$ cat src/rtl/digit_overlay_if.sv
// ---------------------------------------------------------------------------
// digit_overlay_if
// Bundles the video-timing, digit-load, glyph-ROM and composited-output
// signals of digit_overlay.
//   master : video source / ROM side (drives pixel stream, digits, glyph_data)
//   slave  : digit_overlay (drives glyph address and delayed pixel stream)
// Signals:
//   pixel_x/pixel_y   10  current pixel coordinate
//   de_in/hsync_in/vsync_in  timing in (syncs active-low)
//   bg_in             6   background colour, RGB222
//   digits_in         4*NUM_DIGITS  BCD digits, digit 0 in the top nibble
//   digits_load       1   capture strobe for digits_in
//   glyph_digit/row/col   ROM address (glyph_digit 4'hF = blank)
//   glyph_data        6   ROM colour, combinational from glyph_*
//   pixel_out         6   composited colour
//   de_out/hsync_out/vsync_out  timing aligned with pixel_out
// ---------------------------------------------------------------------------
interface digit_overlay_if #(parameter int NUM_DIGITS = 3);
    logic [9:0]              pixel_x;
    logic [9:0]              pixel_y;
    logic                    de_in;
    logic                    hsync_in;
    logic                    vsync_in;
    logic [5:0]              bg_in;
    logic [4*NUM_DIGITS-1:0] digits_in;
    logic                    digits_load;
    logic [3:0]              glyph_digit;
    logic [4:0]              glyph_row;
    logic [4:0]              glyph_col;
    logic [5:0]              glyph_data;
    logic [5:0]              pixel_out;
    logic                    de_out;
    logic                    hsync_out;
    logic                    vsync_out;

    modport master (
        output pixel_x, pixel_y, de_in, hsync_in, vsync_in, bg_in,
               digits_in, digits_load, glyph_data,
        input  glyph_digit, glyph_row, glyph_col,
               pixel_out, de_out, hsync_out, vsync_out
    );

    modport slave (
        input  pixel_x, pixel_y, de_in, hsync_in, vsync_in, bg_in,
               digits_in, digits_load, glyph_data,
        output glyph_digit, glyph_row, glyph_col,
               pixel_out, de_out, hsync_out, vsync_out
    );
endinterface

$ cat src/rtl/digit_overlay.sv
// ---------------------------------------------------------------------------
// digit_overlay
// Two-stage pixel pipeline that overlays a row of NUM_DIGITS 8x16 glyphs
// (replicated SCALE times) on the incoming video stream.
//   Stage 1: pixel coordinate -> glyph ROM address (glyph_* outputs).
//   Stage 2: ROM colour composited over the delayed background.
// Digit values are captured into a shadow register on digits_load and copied
// to the displayed set only at the vsync falling edge, so a frame never
// mixes old and new digits.
// Ports:
//   clk    pixel clock
//   reset  synchronous, active-high
//   bus    digit_overlay_if.slave (see interface header)
// ---------------------------------------------------------------------------
module digit_overlay #(
    parameter int NUM_DIGITS = 3,
    parameter int ORIGIN_X   = 64,
    parameter int ORIGIN_Y   = 48,
    parameter int SCALE      = 4,   // 1, 2, 4 or 8
    parameter int LZ_BLANK   = 1
) (
    input  logic            clk,
    input  logic            reset,
    digit_overlay_if.slave  bus
);
    localparam int SCALE_SH = $clog2(SCALE);
    localparam int CELL_SH  = SCALE_SH + 3;      // log2 of cell width in pixels
    localparam int IDX_W    = 11 - CELL_SH;
    localparam int BOX_W    = NUM_DIGITS * 8 * SCALE;
    localparam int BOX_H    = 16 * SCALE;
    localparam logic [3:0] BLANK  = 4'hF;
    localparam logic [5:0] TRANSP = 6'h3F;

    // ---------------- digit registers ----------------
    logic [NUM_DIGITS-1:0][3:0] load_src;   // digits_in, re-indexed by position
    logic [NUM_DIGITS-1:0][3:0] frame_src;  // values becoming active this frame
    logic [NUM_DIGITS-1:0][3:0] disp_d;     // frame_src with blanking folded in
    logic [NUM_DIGITS-1:0][3:0] shadow_q;
    logic [NUM_DIGITS-1:0][3:0] active_q;   // already holds BLANK where hidden
    logic                       vs_prev_q;
    logic                       frame_start;
    logic                       leading;

    assign frame_start = vs_prev_q && !bus.vsync_in;

    always_comb begin
        for (int i = 0; i < NUM_DIGITS; i++)
            load_src[i] = bus.digits_in[4*(NUM_DIGITS-1-i) +: 4];
    end

    // A load coinciding with the boundary bypasses the shadow so the new
    // value is visible in the frame that is just starting.
    always_comb begin
        frame_src = bus.digits_load ? load_src : shadow_q;
        leading   = 1'b1;
        disp_d    = '1;
        for (int i = 0; i < NUM_DIGITS; i++) begin
            if (frame_src[i] > 4'd9)
                disp_d[i] = BLANK;
            else if (LZ_BLANK != 0 && leading && frame_src[i] == 4'd0 && i != NUM_DIGITS-1)
                disp_d[i] = BLANK;
            else
                disp_d[i] = frame_src[i];
            if (frame_src[i] != 4'd0)
                leading = 1'b0;
        end
    end

    always_ff @(posedge clk) begin
        if (reset) begin
            shadow_q  <= '1;
            active_q  <= '1;
            vs_prev_q <= 1'b1;
        end else begin
            if (bus.digits_load) shadow_q <= load_src;
            if (frame_start)     active_q <= disp_d;
            vs_prev_q <= bus.vsync_in;
        end
    end

    // ---------------- stage 1: address generation ----------------
    logic [10:0] dx, dy;
    logic        in_box;
    logic [3:0]  cell_digit;
    logic        show;
    logic [3:0]  digit_d;
    logic [4:0]  row_d, col_d;

    assign dx = {1'b0, bus.pixel_x} - 11'(ORIGIN_X);
    assign dy = {1'b0, bus.pixel_y} - 11'(ORIGIN_Y);
    assign in_box = ({1'b0, bus.pixel_x} >= 11'(ORIGIN_X)) && (dx < 11'(BOX_W)) &&
                    ({1'b0, bus.pixel_y} >= 11'(ORIGIN_Y)) && (dy < 11'(BOX_H)) &&
                    bus.de_in;

    // Compare-select rather than direct indexing so an out-of-box dx never
    // addresses past the digit array.
    always_comb begin
        cell_digit = BLANK;
        for (int i = 0; i < NUM_DIGITS; i++)
            if (dx[10:CELL_SH] == IDX_W'(i)) cell_digit = active_q[i];
    end

    assign show    = in_box && (cell_digit != BLANK);
    assign digit_d = show ? cell_digit : BLANK;
    assign col_d   = show ? {2'b00, dx[SCALE_SH +: 3]} : 5'd0;
    assign row_d   = show ? {1'b0,  dy[SCALE_SH +: 4]} : 5'd0;

    logic [3:0] glyph_digit_q;
    logic [4:0] glyph_row_q, glyph_col_q;
    logic       in_box_q;
    logic [5:0] bg_q;
    logic [1:0] de_pipe_q, hs_pipe_q, vs_pipe_q;  // [0] stage 1, [1] output

    // ---------------- stage 2: composite ----------------
    logic [5:0] pix_d;
    logic [5:0] pixel_out_q;

    assign pix_d = (in_box_q && glyph_digit_q != BLANK && bus.glyph_data != TRANSP)
                   ? bus.glyph_data
                   : (de_pipe_q[0] ? bg_q : 6'd0);

    always_ff @(posedge clk) begin
        if (reset) begin
            glyph_digit_q <= BLANK;
            glyph_row_q   <= '0;
            glyph_col_q   <= '0;
            in_box_q      <= 1'b0;
            bg_q          <= '0;
            de_pipe_q     <= '0;
            hs_pipe_q     <= '1;
            vs_pipe_q     <= '1;
            pixel_out_q   <= '0;
        end else begin
            glyph_digit_q <= digit_d;
            glyph_row_q   <= row_d;
            glyph_col_q   <= col_d;
            in_box_q      <= in_box;
            bg_q          <= bus.bg_in;
            de_pipe_q     <= {de_pipe_q[0], bus.de_in};
            hs_pipe_q     <= {hs_pipe_q[0], bus.hsync_in};
            vs_pipe_q     <= {vs_pipe_q[0], bus.vsync_in};
            pixel_out_q   <= pix_d;
        end
    end

    assign bus.glyph_digit = glyph_digit_q;
    assign bus.glyph_row   = glyph_row_q;
    assign bus.glyph_col   = glyph_col_q;
    assign bus.pixel_out   = pixel_out_q;
    assign bus.de_out      = de_pipe_q[1];
    assign bus.hsync_out   = hs_pipe_q[1];
    assign bus.vsync_out   = vs_pipe_q[1];
endmodule

$ cat src/flat_wrapper.sv
// flat-port wrapper written by rule: the top's interface ports become plain ports
module digit_overlay_flat 
#(
    parameter int NUM_DIGITS = 3,
    parameter int ORIGIN_X   = 64,
    parameter int ORIGIN_Y   = 48,
    parameter int SCALE      = 4,                  
    parameter int LZ_BLANK   = 1
)
  (clk, reset, bus_pixel_x, bus_pixel_y, bus_de_in, bus_hsync_in, bus_vsync_in, bus_bg_in, bus_digits_in, bus_digits_load, bus_glyph_data, bus_glyph_digit, bus_glyph_row, bus_glyph_col, bus_pixel_out, bus_de_out, bus_hsync_out, bus_vsync_out);
  digit_overlay_if #(.NUM_DIGITS(NUM_DIGITS)) bus_i ();
  input  logic clk;
  input  logic reset;
  input wire logic [$bits(bus_i.pixel_x)-1:0] bus_pixel_x;
  input wire logic [$bits(bus_i.pixel_y)-1:0] bus_pixel_y;
  input wire logic [$bits(bus_i.de_in)-1:0] bus_de_in;
  input wire logic [$bits(bus_i.hsync_in)-1:0] bus_hsync_in;
  input wire logic [$bits(bus_i.vsync_in)-1:0] bus_vsync_in;
  input wire logic [$bits(bus_i.bg_in)-1:0] bus_bg_in;
  input wire logic [$bits(bus_i.digits_in)-1:0] bus_digits_in;
  input wire logic [$bits(bus_i.digits_load)-1:0] bus_digits_load;
  input wire logic [$bits(bus_i.glyph_data)-1:0] bus_glyph_data;
  output wire logic [$bits(bus_i.glyph_digit)-1:0] bus_glyph_digit;
  output wire logic [$bits(bus_i.glyph_row)-1:0] bus_glyph_row;
  output wire logic [$bits(bus_i.glyph_col)-1:0] bus_glyph_col;
  output wire logic [$bits(bus_i.pixel_out)-1:0] bus_pixel_out;
  output wire logic [$bits(bus_i.de_out)-1:0] bus_de_out;
  output wire logic [$bits(bus_i.hsync_out)-1:0] bus_hsync_out;
  output wire logic [$bits(bus_i.vsync_out)-1:0] bus_vsync_out;
  assign bus_i.pixel_x = bus_pixel_x;
  assign bus_i.pixel_y = bus_pixel_y;
  assign bus_i.de_in = bus_de_in;
  assign bus_i.hsync_in = bus_hsync_in;
  assign bus_i.vsync_in = bus_vsync_in;
  assign bus_i.bg_in = bus_bg_in;
  assign bus_i.digits_in = bus_digits_in;
  assign bus_i.digits_load = bus_digits_load;
  assign bus_i.glyph_data = bus_glyph_data;
  assign bus_glyph_digit = bus_i.glyph_digit;
  assign bus_glyph_row = bus_i.glyph_row;
  assign bus_glyph_col = bus_i.glyph_col;
  assign bus_pixel_out = bus_i.pixel_out;
  assign bus_de_out = bus_i.de_out;
  assign bus_hsync_out = bus_i.hsync_out;
  assign bus_vsync_out = bus_i.vsync_out;
  digit_overlay #(.NUM_DIGITS(NUM_DIGITS), .ORIGIN_X(ORIGIN_X), .ORIGIN_Y(ORIGIN_Y), .SCALE(SCALE), .LZ_BLANK(LZ_BLANK)) u_core (.clk(clk), .reset(reset), .bus(bus_i));
endmodule
$ cat config.mk
export PLATFORM = sky130hd
export DESIGN_NAME = digit_overlay_flat
export DESIGN_NICKNAME = d
export VERILOG_FILES = /design/src/rtl/digit_overlay_if.sv /design/src/rtl/digit_overlay.sv /design/src/flat_wrapper.sv
export SDC_FILE = /design/constraint.sdc
export NUM_CORES = 1
export LEC_CHECK = 0
export CORE_ASPECT_RATIO = 0.9
export CORE_MARGIN = 2
export CORE_UTILIZATION = 35
export DETAILED_ROUTE_END_ITERATION = 10
export GPL_TIMING_DRIVEN = 0
export PLACE_DENSITY = 0.72
export SYNTH_ARGS = -nofsm -noshare
export SYNTH_HDL_FRONTEND = slang
export SYNTH_SLANG_ARGS = --single-unit
$ cat constraint.sdc
create_clock -name clk -period 2.6 [get_ports clk]
set_clock_uncertainty 0.15 [all_clocks]
set_input_delay 0.39 -clock clk [delete_from_list [all_inputs] [get_ports clk]]
set_output_delay 0.39 -clock clk [all_outputs]
set_load 0.005 [all_outputs]
# [Yosys cells after proc, flatten, opt, wreduce, memory -nomap -nowiden]
# Cells that the tools add are included.
[op_classes] addsub=2 order_cmp=7 eq_ne=5 muxes=12 bitwise=1 n_reduce_logical=15
[op_table] cell="$mux 4" count=8
[op_table] cell="$lt 11x7->1 const B" count=2
[op_table] cell="$gt 4x4->1 const B" count=3
[op_table] cell="$mux 12" count=1
[op_table] cell="$mux 6" count=2
[op_table] cell="$sub 10x6->11 const B" count=1
[op_table] cell="$sub 10x7->11 const B" count=1
[op_table] cell="$ge 10x6->1 const B" count=1
[op_table] cell="$ge 10x7->1 const B" count=1
[op_table] cell="$logic_and 1x1->1" count=9
[op_table] cell="$logic_not 4->1" count=2
[op_table] cell="$ne 4x4->1 const B" count=2
[op_table] cell="$eq 6x1->1 const B" count=1
[op_table] cell="$eq 6x2->1 const B" count=1
[op_table] cell="$logic_not 6->1" count=1
[op_table] cell="$ne 6x6->1 const B" count=1
[op_table] cell="$reduce_bool 4->1" count=1
[op_table] cell="$reduce_or 2->1" count=1
[op_table] cell="$logic_not 1->1" count=1
[op_table] cell="$mux 1" count=1
[op_table] cell="$not 1->1" count=1
[totals] register_bits=58 inputBits=50 out_inout_bits=23 elab_cells=60

# [Longest topological paths before layout]
# Gate-level depths: netlist of run 1.
[logic_depth] ltp_word=9 mapped_depth=9 mapped_depth_nobuf=6

# [Worst setup path before layout of run 1]
# Ideal clock, no wire load.
[synth_path] path_type="input port to flip-flop" startpoint="input bus_pixel_x[6]" endpoint="register u_core.glyph_digit_q[0], in the netlist u_core.bus.glyph_digit[0]" setup_ns=0.120 t_arrival_ns=2.017 required_ns=2.330 path_slack_ns=0.314 cell_stages=9 path_buffers=3 path_cell_list="buf_2 -> buf_2 -> inv_1 -> ha_1 -> xnor2_1 -> nand2_1 -> or4_4 -> buf_6 -> a211o_1"
[synth_via] elab_chain_cells=9 elab_cells_between_ends=17 classes_between="add/sub (1); order compare (2); eq/ne (3); mux (3); bitwise (1); reduce/logical (7)"
[synth_rtl] element="start, declared" line="flat_wrapper.sv:14" source="input wire logic [$bits(bus_i.pixel_x)-1:0] bus_pixel_x;"
[synth_rtl] element="$sub 10x7->11" line="digit_overlay.sv:89" source="assign dx = {1'b0, bus.pixel_x} - 11'(ORIGIN_X);"
[synth_rtl] element="$lt 11x7->1 / $logic_not 6->1 (equally long branches)" line="digit_overlay.sv:91, digit_overlay.sv:100"
[synth_rtl] element="$logic_and 1x1->1 / $mux 4 (equally long branches) (2 in a row)" line="digit_overlay.sv:91, digit_overlay.sv:100"
[synth_rtl] element="$logic_and 1x1->1 / $mux 4 (equally long branches)" line="digit_overlay.sv:92, digit_overlay.sv:100"
[synth_rtl] element="$logic_and 1x1->1 / $ne 4x4->1 (equally long branches)" line="digit_overlay.sv:92, digit_overlay.sv:103"
[synth_rtl] element="$logic_and 1x1->1" line="digit_overlay.sv:103" source="assign show = in_box && (cell_digit != BLANK);"
[synth_rtl] element="$not 1->1 (no source line)"
[synth_rtl] element="$reduce_or 2->1 (no source line)"
[synth_rtl] element="end signal, assigned" line="digit_overlay.sv:134" source="glyph_digit_q <= digit_d;"
[synth_rtl] element="end, declared" line="digit_overlay.sv:108" source="logic [3:0] glyph_digit_q;"
# Several ways; a longest one is shown, not always the timed one.
# A chain may end at the register's enable or synchronous reset.

# [Final worst setup path of run 1]
[layout_path] startpoint="input bus_pixel_x[7]" endpoint="register u_core.glyph_digit_q[3], in the netlist u_core.bus.glyph_digit[3]"
# Same word-level chain as after synthesis.

==> results of run 1 <==
## layout by cell type (no fill, tap or decap), drive strengths merged, types with 2 or more instances in the layout
master / instances
dfxtp: 54
and2: 6
nor2b: 11
inv: 13
ha: 2
clkinv: 2
o211ai: 2
nor2: 13
mux2i: 17
nand2: 24
and3b: 3
clkbuf: 10
or3: 3
a21oi: 13
conb: 3
a31oi: 6
o22ai: 4
a211oi: 9
or3b: 3
nor3: 8
o21ai: 3
nand2b: 4
buf: 10
clkdlybuf4s50: 63
a211o: 2
nand4: 3
xor2: 3
o21bai: 3
or2: 6
## layout make-up
cell class              instances  area (um^2)
clock buffers                   5         68.8
multi-input cells             162         1080
flip-flops and latches         54         1080
inverters                      13         48.8
plain buffers                  15         88.8
clock inverters                 3         25.0
fillers                       595         3090
repair buffers                 63          631
well taps                      87          109
## cell usage after synthesis (2+ instances only)
cell,count
sky130_fd_sc_hd__or3_1,2
sky130_fd_sc_hd__buf_2,5
sky130_fd_sc_hd__nor3_1,8
sky130_fd_sc_hd__inv_1,11
sky130_fd_sc_hd__xor2_1,3
sky130_fd_sc_hd__o211ai_1,2
sky130_fd_sc_hd__clkbuf_1,5
sky130_fd_sc_hd__dfxtp_1,54
sky130_fd_sc_hd__or2_1,2
sky130_fd_sc_hd__and2_1,6
sky130_fd_sc_hd__and3b_1,3
sky130_fd_sc_hd__a31oi_1,6
sky130_fd_sc_hd__or2_2,4
sky130_fd_sc_hd__mux2i_1,17
sky130_fd_sc_hd__buf_6,2
sky130_fd_sc_hd__a211o_1,2
sky130_fd_sc_hd__nor2b_1,10
sky130_fd_sc_hd__a211oi_1,3
sky130_fd_sc_hd__buf_4,3
sky130_fd_sc_hd__o22ai_1,4
sky130_fd_sc_hd__o21bai_1,3
sky130_fd_sc_hd__nand2b_1,4
sky130_fd_sc_hd__a21oi_1,13
sky130_fd_sc_hd__nand2_1,24
sky130_fd_sc_hd__o21ai_1,3
sky130_fd_sc_hd__or3b_1,3
sky130_fd_sc_hd__ha_1,2
sky130_fd_sc_hd__nor2_1,13
sky130_fd_sc_hd__nand4_1,3
sky130_fd_sc_hd__a211oi_2,6
## per-stage QoR
step           power, mW  utilization [%]  hold WS [ps]  cells
3_5_place_dp        1.11             48.9           246    394
5_1_grt             1.65             50.4           192    402
2_1_floorplan       1.00                -           239    244
3_3_place_gp        1.11             48.9           247    394
4_1_cts             1.59             50.4           190    402
6_report            1.57             50.4           195    402
## sequential cells by signal (all words and copies together) (netlist names)
register                count
u_core.shadow_q            12
u_core.active_q            12
u_core.vs_pipe_q            2
u_core.bus.glyph_row        4
u_core.bus.pixel_out        6
u_core.in_box_q             1
u_core.de_pipe_q            2
u_core.hs_pipe_q            2
u_core.bg_q                 6
u_core.bus.glyph_digit      4
u_core.bus.glyph_col        3
## path summary, 6_finish.rpt
kind         slack, ps                         to  cells past startpoint                 from
max                400  u_core.bus.glyph_digit[3]                      8       bus_pixel_x[7]
min                200        u_core.de_pipe_q[0]                      2                reset
max reg2reg        820         u_core.active_q[6]                      4   u_core.shadow_q[2]
min reg2reg        270        u_core.hs_pipe_q[1]                      1  u_core.hs_pipe_q[0]
## cells by family after synthesis
logic type	after synthesis	share of synthesized area, %
mux	18	7.92
fa+ha+maj	2	1.09
other cells	1	0.164
flops	54	47.2
xor+xnor	4	1.53
buf+inv	28	6.01
simple gates	87	20.7
compound gates	48	15.4
## where the power goes
part,switching [mW],internal (mW)
Combinational,0.101,0.120
Sequential,0.0141,0.857
Clock,0.285,0.195
## metal layers
metal  track usage (%)  share of wire (%)  vias to the layer above
li1                  -                  -                      983
met1              18.2                 47                      864
met2              23.0                 46                       57
met3              4.17                6.7                        5
met4              4.03               0.89                        0
met5                 0                  0                        -
==> impl_table.tex, run 1 <==
\begin{tabular}{lr}
\hline
Metric & Value \\
\hline
\multicolumn{2}{l}{\textbf{Yosys}} \\
Count of cell types in the netlist & 46 \\
Top FF cell, synth & sky130\_fd\_sc\_hd\_\_dfxtp\_1 \\
Flip-flop and latch count after synthesis & 54 \\
Synth warn & 0 \\
Share of the synthesized area in the top cell type & 47.2\% \\
Leading post-synthesis cells by cell area & sky130\_fd\_sc\_hd\_\_dfxtp\_1, sky130\_fd\_sc\_hd\_\_mux2i\_1, sky130\_fd\_sc\_hd\_\_nand2\_1 \\
Proportion of synthesized chip area in sequential cells & about 47\% \\
Async set or reset register ratio after synthesis & 0\% \\
Mean instance size in the synthesized netlist & between 9 and 10 um\^{}2 \\
Cell count after synthesis & 242 \\
Cell taking the most area after synthesis & sky130\_fd\_sc\_hd\_\_dfxtp\_1 \\
Number of enable flip-flop cells after synthesis & 0 \\
Cell Area, Synth & 2290 um\^{}2 \\
\multicolumn{2}{l}{\textbf{Timing}} \\
Tightest Pin Transition & roughly 750 ps \\
Maximum clock frequency & 454 MHz \\
Unrepaired setup endpoints after global routing & false \\
Slew headroom & about half \\
Pins Over Slew Limit & 0 \\
Share of the cycle needed by the critical path after routing & 84.8\% \\
Final critical-path required period & 2200 ps \\
Number of hold-slack violations in the final timing report & 0 \\
Setup tns final & 0 ps \\
Final setup violating endpoints & 0 \\
Setup slack of the critical path after layout & about 400 ps \\
\multicolumn{2}{l}{\textbf{Setup path}} \\
Type of the setup path with the least slack & in2reg \\
Arrival time of the worst setup path & 2250 ps \\
Largest incremental delay on the critical path & about 530 ps \\
Critical Path End Type & flop \\
Required time at the worst-slack endpoint & about 2700 ps \\
Startpoint types & input pin \\
Slowest stage cell, crit path & sky130\_fd\_sc\_hd\_\_or4\_4 \\
Top cell family by delay on the critical path & buffers and inverters \\
Combined buffer and inverter count along the critical path & 3 \\
CP Cell Sequence & clkdlybuf4s50\_1, inv\_1, ha\_1, xnor2\_1, nand2\_1, or4\_4, buf\_6, a211o\_1 \\
Highest net fanout along the worst path & 10 \\
\multicolumn{2}{l}{\textbf{Place}} \\
Buffers added on ports & 63 \\
Placer's final routability congestion estimate & 0.775 \\
DP Worst Slack & 72.3 ps \\
HPWL after DPL & around 3800 um \\
Cell area reported after detailed placement & about 3000 um\^{}2 \\
\multicolumn{2}{l}{\textbf{Final layout}} \\
Cell area after layout & 3130 um\^{}2 \\
Post-layout nets & 366 \\
Antenna diode count & 0 \\
Share of final-layout standard cells stronger than drive strength 1 & between 10\% and 20\% \\
Area growth from synthesis to final layout & 36.7\% \\
\multicolumn{2}{l}{\textbf{Clock tree}} \\
Number of hold buffers added after cts & 0 \\
Clock buffer depth & 2 \\
Clock tree from TritonCTS & yes \\
Clock latency reported for the late side of the worst-skew pair & 310 ps \\
Maximum level of the CTS H-tree & 2 \\
Clock tree root buffer cell & sky130\_fd\_sc\_hd\_\_clkbuf\_8 \\
Number of CTS-inserted buffers & 5 \\
Number of cells upsized or downsized after cts & 0 \\
Setup repair bufs after CTS & 0 \\
Sinks on the clock net & 54 \\
Reg clk slew, reported paths & 110 ps \\
\multicolumn{2}{l}{\textbf{Power}} \\
Cell area power density & 502 nW/um\^{}2 \\
Leakage power & 1.28 nW \\
Maximum ir drop on the vdd rail & approximately 0.18 mV \\
\multicolumn{2}{l}{\textbf{Run status}} \\
Outcome & completed \\
\multicolumn{2}{l}{\textbf{Floorplanning}} \\
Row Count & 27 \\
Die outline height & between 80 and 90 um \\
Full die area & 7210 um\^{}2 \\
I/O Pins & 73 \\
Floorplan Core Area & around 6200 um\^{}2 \\
Die W & 89.3 um \\
Effective utilization at floorplan & 36.8\% \\
\multicolumn{2}{l}{\textbf{Flow run}} \\
Max-cap violation count & 0 \\
\multicolumn{2}{l}{\textbf{Global route}} \\
Initial antenna violation count & 0 \\
Tot GR Track Use & $\sim$14\% \\
Largest net degree at the start of global routing & 19 \\
Total grt overflow & 0 \\
Global-route wire length before repair & 7910 um \\
Via count of the first global-routing pass & 1742 \\
\multicolumn{2}{l}{\textbf{Route}} \\
Count of TritonRoute iterations in the first routing pass & 4 \\
DRC Markers & 0 \\
Routed Antenna Nets & 0 \\
DR WL/cell & 12.3 um \\
Detailed Route Iter0 Violations & 71 \\
Routed via count & 1909 \\
Ratio of routed vias to standard cells & 4.75 \\
Total routed wirelength & slightly below 5000 um \\
\multicolumn{2}{l}{\textbf{Hold path}} \\
Worst Hold Class & in2reg \\
\hline
\end{tabular}
No activity file was read; power rests on OpenSTA's default activity.
==> run 2, diff against run 1 <==
- clock period: 2.6 -> 2.09 ns (I/O delays scaled with it)
==> impl_table.tex, run 2 (synthesis results as in run 1) <==
\begin{tabular}{lr}
\hline
Metric & Value \\
\hline
\multicolumn{2}{l}{\textbf{Run status}} \\
Outcome & completed (unchanged) \\
\multicolumn{2}{l}{\textbf{Timing}} \\
Number of hold-slack violations in the final timing report & 0 (unchanged) \\
Final setup violating endpoints & 0 (unchanged) \\
Maximum clock frequency & 500 MHz \\
Tightest Pin Transition & 747 ps (was 754 ps) \\
Worst hold slack after final layout & 138 ps (was 195 ps) \\
Pins Over Slew Limit & 0 (unchanged) \\
Slew headroom & 50.0\% (was 49.5\%) \\
Final critical-path required period & roughly 2000 ps \\
Share of the cycle needed by the critical path after routing & a little over nine tenths \\
\multicolumn{2}{l}{\textbf{Floorplanning}} \\
Floorplan Core Area & 6220 um\^{}2 (unchanged) \\
Row Count & 27 (unchanged) \\
I/O Pins & 73 (unchanged) \\
Full die area & 7210 um\^{}2 (unchanged) \\
Die W & 89.3 um (unchanged) \\
Die outline height & 80.7 um (unchanged) \\
Effective utilization at floorplan & 36.8\% (unchanged) \\
\multicolumn{2}{l}{\textbf{Place}} \\
Count of placed standard cells including taps & 394 (unchanged) \\
Buffers added on ports & 63 (unchanged) \\
Placer's final routability congestion estimate & 0.803 (was 0.775) \\
HPWL after DPL & 3790 um (was 3810 um) \\
Cell area reported after detailed placement & 3060 um\^{}2 (was 3040 um\^{}2) \\
\multicolumn{2}{l}{\textbf{Final layout}} \\
Most common cell after layout, fill and taps aside & sky130\_fd\_sc\_hd\_\_clkdlybuf4s50\_1 (unchanged) \\
Cell area after layout & 3240 um\^{}2 (was 3130 um\^{}2) \\
Antenna diode count & 0 (unchanged) \\
Area growth from synthesis to final layout & 41.4\% (was 36.7\%) \\
Count of placed standard cells in the final layout, fillers left out & 406 (was 402) \\
Highest-count cells in the layout ignoring fill and taps & sky130\_fd\_sc\_hd\_\_clkdlybuf4s50\_1, sky130\_fd\_sc\_hd\_\_dfxtp\_1, sky130\_fd\_sc\_hd\_\_nand2\_1 (unchanged) \\
Registers with the most flip-flops & u\_core.active\_q x12, u\_core.shadow\_q x12 (unchanged) \\
Share of final-layout standard cells stronger than drive strength 1 & 12.9\% (was 10.8\%) \\
Post-layout nets & 370 (was 366) \\
\multicolumn{2}{l}{\textbf{Power}} \\
Sequential power share & 49.2\% (was 55.4\%) \\
Power share of the clock group & 38.2\% (was 30.5\%) \\
Proportion of total power due to net switching & 21.5\% (was 25.5\%) \\
Maximum ir drop on the vdd rail & 0.368 mV (was 0.175 mV) \\
Relative contribution of combinational cells to total power & 12.6\% (was 14.1\%) \\
Cell area power density & 680 nW/um\^{}2 (was 502 nW/um\^{}2) \\
Net switching power & 0.472 mW (was 0.400 mW) \\
Leakage power & 1.34 nW (was 1.28 nW) \\
P\_int & 1.73 mW (was 1.17 mW) \\
\multicolumn{2}{l}{\textbf{Clock tree}} \\
Clock buffer depth & 2 (unchanged) \\
Number of hold buffers added after cts & 0 (unchanged) \\
Sinks on the clock net & 54 (unchanged) \\
Maximum level of the CTS H-tree & 2 (unchanged) \\
Number of CTS-inserted buffers & 5 (unchanged) \\
Clock latency reported for the late side of the worst-skew pair & 300 ps (was 310 ps) \\
Clock tree from TritonCTS & yes (unchanged) \\
Reg clk slew, reported paths & 90 ps (was 110 ps) \\
Clock tree root buffer cell & sky130\_fd\_sc\_hd\_\_clkbuf\_8 (unchanged) \\
\multicolumn{2}{l}{\textbf{Global route}} \\
Largest net degree at the start of global routing & 17 (was 19) \\
Total grt overflow & 0 (unchanged) \\
Via count of the first global-routing pass & 1809 (was 1742) \\
Global-route wire length before repair & 8220 um (was 7910 um) \\
Initial antenna violation count & 0 (unchanged) \\
Tot GR Track Use & 14.5\% (was 14.1\%) \\
\multicolumn{2}{l}{\textbf{Route}} \\
DR WL/cell & 12.2 um (was 12.3 um) \\
Routed Antenna Nets & 0 (unchanged) \\
Detailed Route Iter0 Violations & 94 (was 71) \\
Total routed wirelength & 4970 um (was 4960 um) \\
Ratio of routed vias to standard cells & 4.75 (about the same) \\
Routed via count & 1928 (was 1909) \\
DRC Markers & 0 (unchanged) \\
Count of TritonRoute iterations in the first routing pass & 4 (unchanged) \\
\multicolumn{2}{l}{\textbf{Flow run}} \\
Max-cap violation count & 0 (unchanged) \\
\multicolumn{2}{l}{\textbf{Hold path}} \\
Worst Hold Class & in2reg (unchanged) \\
\multicolumn{2}{l}{\textbf{Setup path}} \\
Type of the setup path with the least slack & in2reg (unchanged) \\
Critical Path End Type & flop (unchanged) \\
Startpoint types & input pin (unchanged) \\
Highest net fanout along the worst path & 10 (unchanged) \\
Arrival time of the worst setup path & 2080 ps (was 2250 ps) \\
Required time at the worst-slack endpoint & 2180 ps (was 2650 ps) \\
\hline
\end{tabular}
run 2: worst paths after layout:
check | depth (start not counted) | startpoint | slack [ps] | to
worst min-delay path | 2 | reset | 140 | u_core.de_pipe_q[0]
worst max-delay path | 7 | bus_digits_load | 90 | u_core.active_q[6]
worst max register to register | 5 | u_core.shadow_q[2] | 310 | u_core.active_q[6]
worst min register to register | 1 | u_core.hs_pipe_q[0] | 270 | u_core.hs_pipe_q[1]
run 2: power by group through the flow:
stage | Combinational [mW] | Clock [mW] | Sequential [mW]
6_report | 0.278 | 0.840 | 1.08
5_1_grt | 0.307 | 0.905 | 1.09
3_5_place_dp | 0.277 | 0 | 1.11
4_1_cts | 0.278 | 0.857 | 1.08
3_3_place_gp | 0.274 | 0 | 1.11
2_1_floorplan | 0.150 | 0 | 1.10
run 2: per-stage QoR:
step           TNS (ps)  power (mW)  worst slack [ps]  util [%]
3_5_place_dp      -5100        1.38              -381      49.2
2_1_floorplan         0        1.25              5.24         -
3_3_place_gp      -4570        1.38              -370      49.2
4_1_cts               0        2.22              11.6      51.7
6_report              0        2.20              91.9      52.1
5_1_grt           -9.04        2.30             -9.04      52.1
run 2: what timing repair did:
action | 4_1_cts | 5_1_grt
endpoints found under the setup margin | 2 | 12
cloned | 0 | 0
resized for setup | 4 | 3
pin swaps | 1 | 2
buffers inserted | 2 | 2
run 2: critical path, cell delays in order:
cell and delay (ps):
sky130_fd_sc_hd__clkdlybuf4s50_1 520, sky130_fd_sc_hd__buf_6 160, sky130_fd_sc_hd__or3b_1 390, sky130_fd_sc_hd__a222oi_1 250, sky130_fd_sc_hd__buf_4 180, sky130_fd_sc_hd__nand3b_1 90
sky130_fd_sc_hd__a31oi_1 180
run 2: final cells by class:
| type | instances | area, um^2 |
|---|---|---|
| Clock inverter | 2 | 60.1 |
| Buffer | 15 | 109 |
| Inverter | 13 | 48.8 |
| Multi-Input combinational cell | 162 | 1090 |
| Timing Repair Buffer | 67 | 661 |
| Fill cell | 605 | 2980 |
| Tap cell | 87 | 109 |
| Sequential cell | 54 | 1080 |
| Clock buffer | 6 | 82.6 |
run 2: per-layer routing:
layer | global-route usage [%] | wire (um) | up-vias
li1 | - | - | 982
met1 | 19.2 | 2390 | 878
met3 | 3.66 | 323 | 5
met4 | 3.13 | 34 | 0
met5 | 0 | 0 | -
met2 | 24.0 | 2220 | 63
==> run 3, diff against run 2 <==
- CAP_MARGIN: unset -> 20
- PLACE_DENSITY: 0.72 -> unset
==> impl_table.tex, run 3 (synthesis results as in run 1) <==
\begin{tabular}{lr}
\hline
Metric & Value \\
\hline
\multicolumn{2}{l}{\textbf{Run status}} \\
Outcome & completed (unchanged) \\
\multicolumn{2}{l}{\textbf{Clock tree}} \\
Sinks on the clock net & 54 (unchanged) \\
Clock tree from TritonCTS & yes (unchanged) \\
Reg clk slew, reported paths & 90 ps (about the same) \\
Clock buffer depth & 2 (unchanged) \\
Number of CTS-inserted buffers & 5 (unchanged) \\
Maximum level of the CTS H-tree & 2 (unchanged) \\
Number of hold buffers added after cts & 0 (unchanged) \\
Clock latency reported for the late side of the worst-skew pair & 300 ps (about the same) \\
Clock tree root buffer cell & sky130\_fd\_sc\_hd\_\_clkbuf\_8 (unchanged) \\
\multicolumn{2}{l}{\textbf{Final layout}} \\
Registers with the most flip-flops & u\_core.active\_q x12, u\_core.shadow\_q x12 (unchanged) \\
End-of-flow core utilization & 51.2\% (was 52.1\%) \\
Share of final-layout standard cells stronger than drive strength 1 & 12.5\% (was 12.9\%) \\
Most common cell after layout, fill and taps aside & sky130\_fd\_sc\_hd\_\_clkdlybuf4s50\_1 (unchanged) \\
Cell area after layout & 3190 um\^{}2 (was 3240 um\^{}2) \\
Antenna diode count & 0 (unchanged) \\
Area growth from synthesis to final layout & 39.1\% (was 41.4\%) \\
Post-layout nets & 370 (unchanged) \\
Highest-count cells in the layout ignoring fill and taps & sky130\_fd\_sc\_hd\_\_clkdlybuf4s50\_1, sky130\_fd\_sc\_hd\_\_dfxtp\_1, sky130\_fd\_sc\_hd\_\_nand2\_1 (unchanged) \\
\multicolumn{2}{l}{\textbf{Global route}} \\
Total grt overflow & 0 (unchanged) \\
Largest net degree at the start of global routing & 16 (was 17) \\
Initial antenna violation count & 0 (unchanged) \\
Global-route wire length before repair & 8210 um (was 8220 um) \\
Via count of the first global-routing pass & 1756 (was 1809) \\
Tot GR Track Use & 14.7\% (was 14.5\%) \\
\multicolumn{2}{l}{\textbf{Timing}} \\
Number of hold-slack violations in the final timing report & 0 (unchanged) \\
Slew headroom & 50.7\% (was 50.0\%) \\
Final critical-path required period & 1980 ps (was 2000 ps) \\
Share of the cycle needed by the critical path after routing & 94.8\% (was 95.6\%) \\
Setup tns final & 0 ps (unchanged) \\
Maximum clock frequency & 505 MHz (was 500 MHz) \\
Worst hold slack after final layout & 143 ps (was 138 ps) \\
Pins Over Slew Limit & 0 (unchanged) \\
Unrepaired setup endpoints after global routing & false \\
Final setup violating endpoints & 0 (unchanged) \\
Tightest Pin Transition & 736 ps (was 747 ps) \\
\multicolumn{2}{l}{\textbf{Power}} \\
Cell area power density & 612 nW/um\^{}2 (was 680 nW/um\^{}2) \\
Leakage power & 1.32 nW (was 1.34 nW) \\
Maximum ir drop on the vdd rail & 0.314 mV (was 0.368 mV) \\
\multicolumn{2}{l}{\textbf{Floorplanning}} \\
Row Count & 27 (unchanged) \\
Floorplan Core Area & 6220 um\^{}2 (unchanged) \\
Die outline height & 80.7 um (unchanged) \\
Full die area & 7210 um\^{}2 (unchanged) \\
I/O Pins & 73 (unchanged) \\
Die W & 89.3 um (unchanged) \\
Effective utilization at floorplan & 36.8\% (unchanged) \\
\multicolumn{2}{l}{\textbf{Route}} \\
Ratio of routed vias to standard cells & 4.67 (was 4.75) \\
Count of TritonRoute iterations in the first routing pass & 4 (unchanged) \\
Routed Antenna Nets & 0 (unchanged) \\
DRC Markers & 0 (unchanged) \\
Detailed Route Iter0 Violations & 86 (was 94) \\
Routed via count & 1895 (was 1928) \\
DR WL/cell & 12.5 um (was 12.2 um) \\
Total routed wirelength & 5070 um (was 4970 um) \\
\multicolumn{2}{l}{\textbf{Setup path}} \\
Slowest stage cell, crit path & sky130\_fd\_sc\_hd\_\_clkdlybuf4s50\_1 (unchanged) \\
Largest incremental delay on the critical path & 520 ps (about the same) \\
Startpoint types & input pin (unchanged) \\
Critical Path End Type & flop (unchanged) \\
CP Cell Sequence & clkdlybuf4s50\_1, buf\_6, or3b\_1, a222oi\_1, buf\_4, nand3b\_1, a31oi\_1 (unchanged) \\
Required time at the worst-slack endpoint & 2170 ps (was 2180 ps) \\
Reg-to-reg critical path startpoint & u\_core.shadow\_q[2] (unchanged) \\
Arrival time of the worst setup path & 2060 ps (was 2080 ps) \\
Highest net fanout along the worst path & 10 (unchanged) \\
Type of the setup path with the least slack & in2reg (unchanged) \\
Timing startpoint of the critical path & bus\_digits\_load (unchanged) \\
Worst R2R Setup Slack & 360 ps (was 310 ps) \\
\multicolumn{2}{l}{\textbf{Place}} \\
Cell area reported after detailed placement & 3060 um\^{}2 (unchanged) \\
Placer's final routability congestion estimate & 0.747 (was 0.803) \\
Buffers added on ports & 63 (unchanged) \\
HPWL after DPL & 3840 um (was 3790 um) \\
\multicolumn{2}{l}{\textbf{Hold path}} \\
Worst Hold Class & in2reg (unchanged) \\
Hold path start & reset (unchanged) \\
\multicolumn{2}{l}{\textbf{Flow run}} \\
Max-cap violation count & 0 (unchanged) \\
\hline
\end{tabular}
[run 3: timing repair]
item | CTS | global route
pin swaps | 1 | 1
endpoints found under the setup margin | 2 | 8
cloned | 0 | 0
resized for setup | 6 | 2
endpoints found under the hold margin | 0 | 0
setup buffers | 3 | 1
[run 3: layer usage]
layer	vias to the layer above	part of all wire, %	GRT usage, %
li1	992	-	-
met1	844	49	18.9
met2	54	44	23.6
met3	5	6.5	3.86
met4	0	1.1	5.37
met5	-	0	0
[run 3: power by group]
group          total [mW]  internal (mW)  switching, mW
registers            1.08           1.07         0.0174
clock network       0.587          0.268          0.319
logic               0.279          0.152          0.126
total                1.95           1.49          0.463
[run 3: critical path: cells and delay by family]
family / cells / cell delay [ps]
buffers and inverters: 3 / 870
and+or+nand+nor: 2 / 490
AOI/OAI and AO/OA: 2 / 400
[run 3: final timing paths]
kind,end,cells after the start
max,u_core.active_q[6],7
min,u_core.de_pipe_q[0],2
max reg2reg,u_core.active_q[6],5
min reg2reg,u_core.hs_pipe_q[1],1
[run 3: cell type report]
cell class / instances / area, um^2
flip-flops and latches: 54 / 1080
clock buffers: 7 / 86.3
fillers: 618 / 3030
multi-input cells: 162 / 1090
inverters: 13 / 48.8
plain buffers: 15 / 109
clock inverters: 1 / 5.00
well taps: 87 / 109
repair buffers: 67 / 659
[run 3: stage by stage]
step                instances  total power, mW  setup WS (ps)
CTS                       405             1.98           52.5
finish                    406             1.95            109
global route              406             2.04           7.69
floorplan                 244             1.25           5.24
global placement          394             1.38           -412
detailed placement        394             1.39           -401
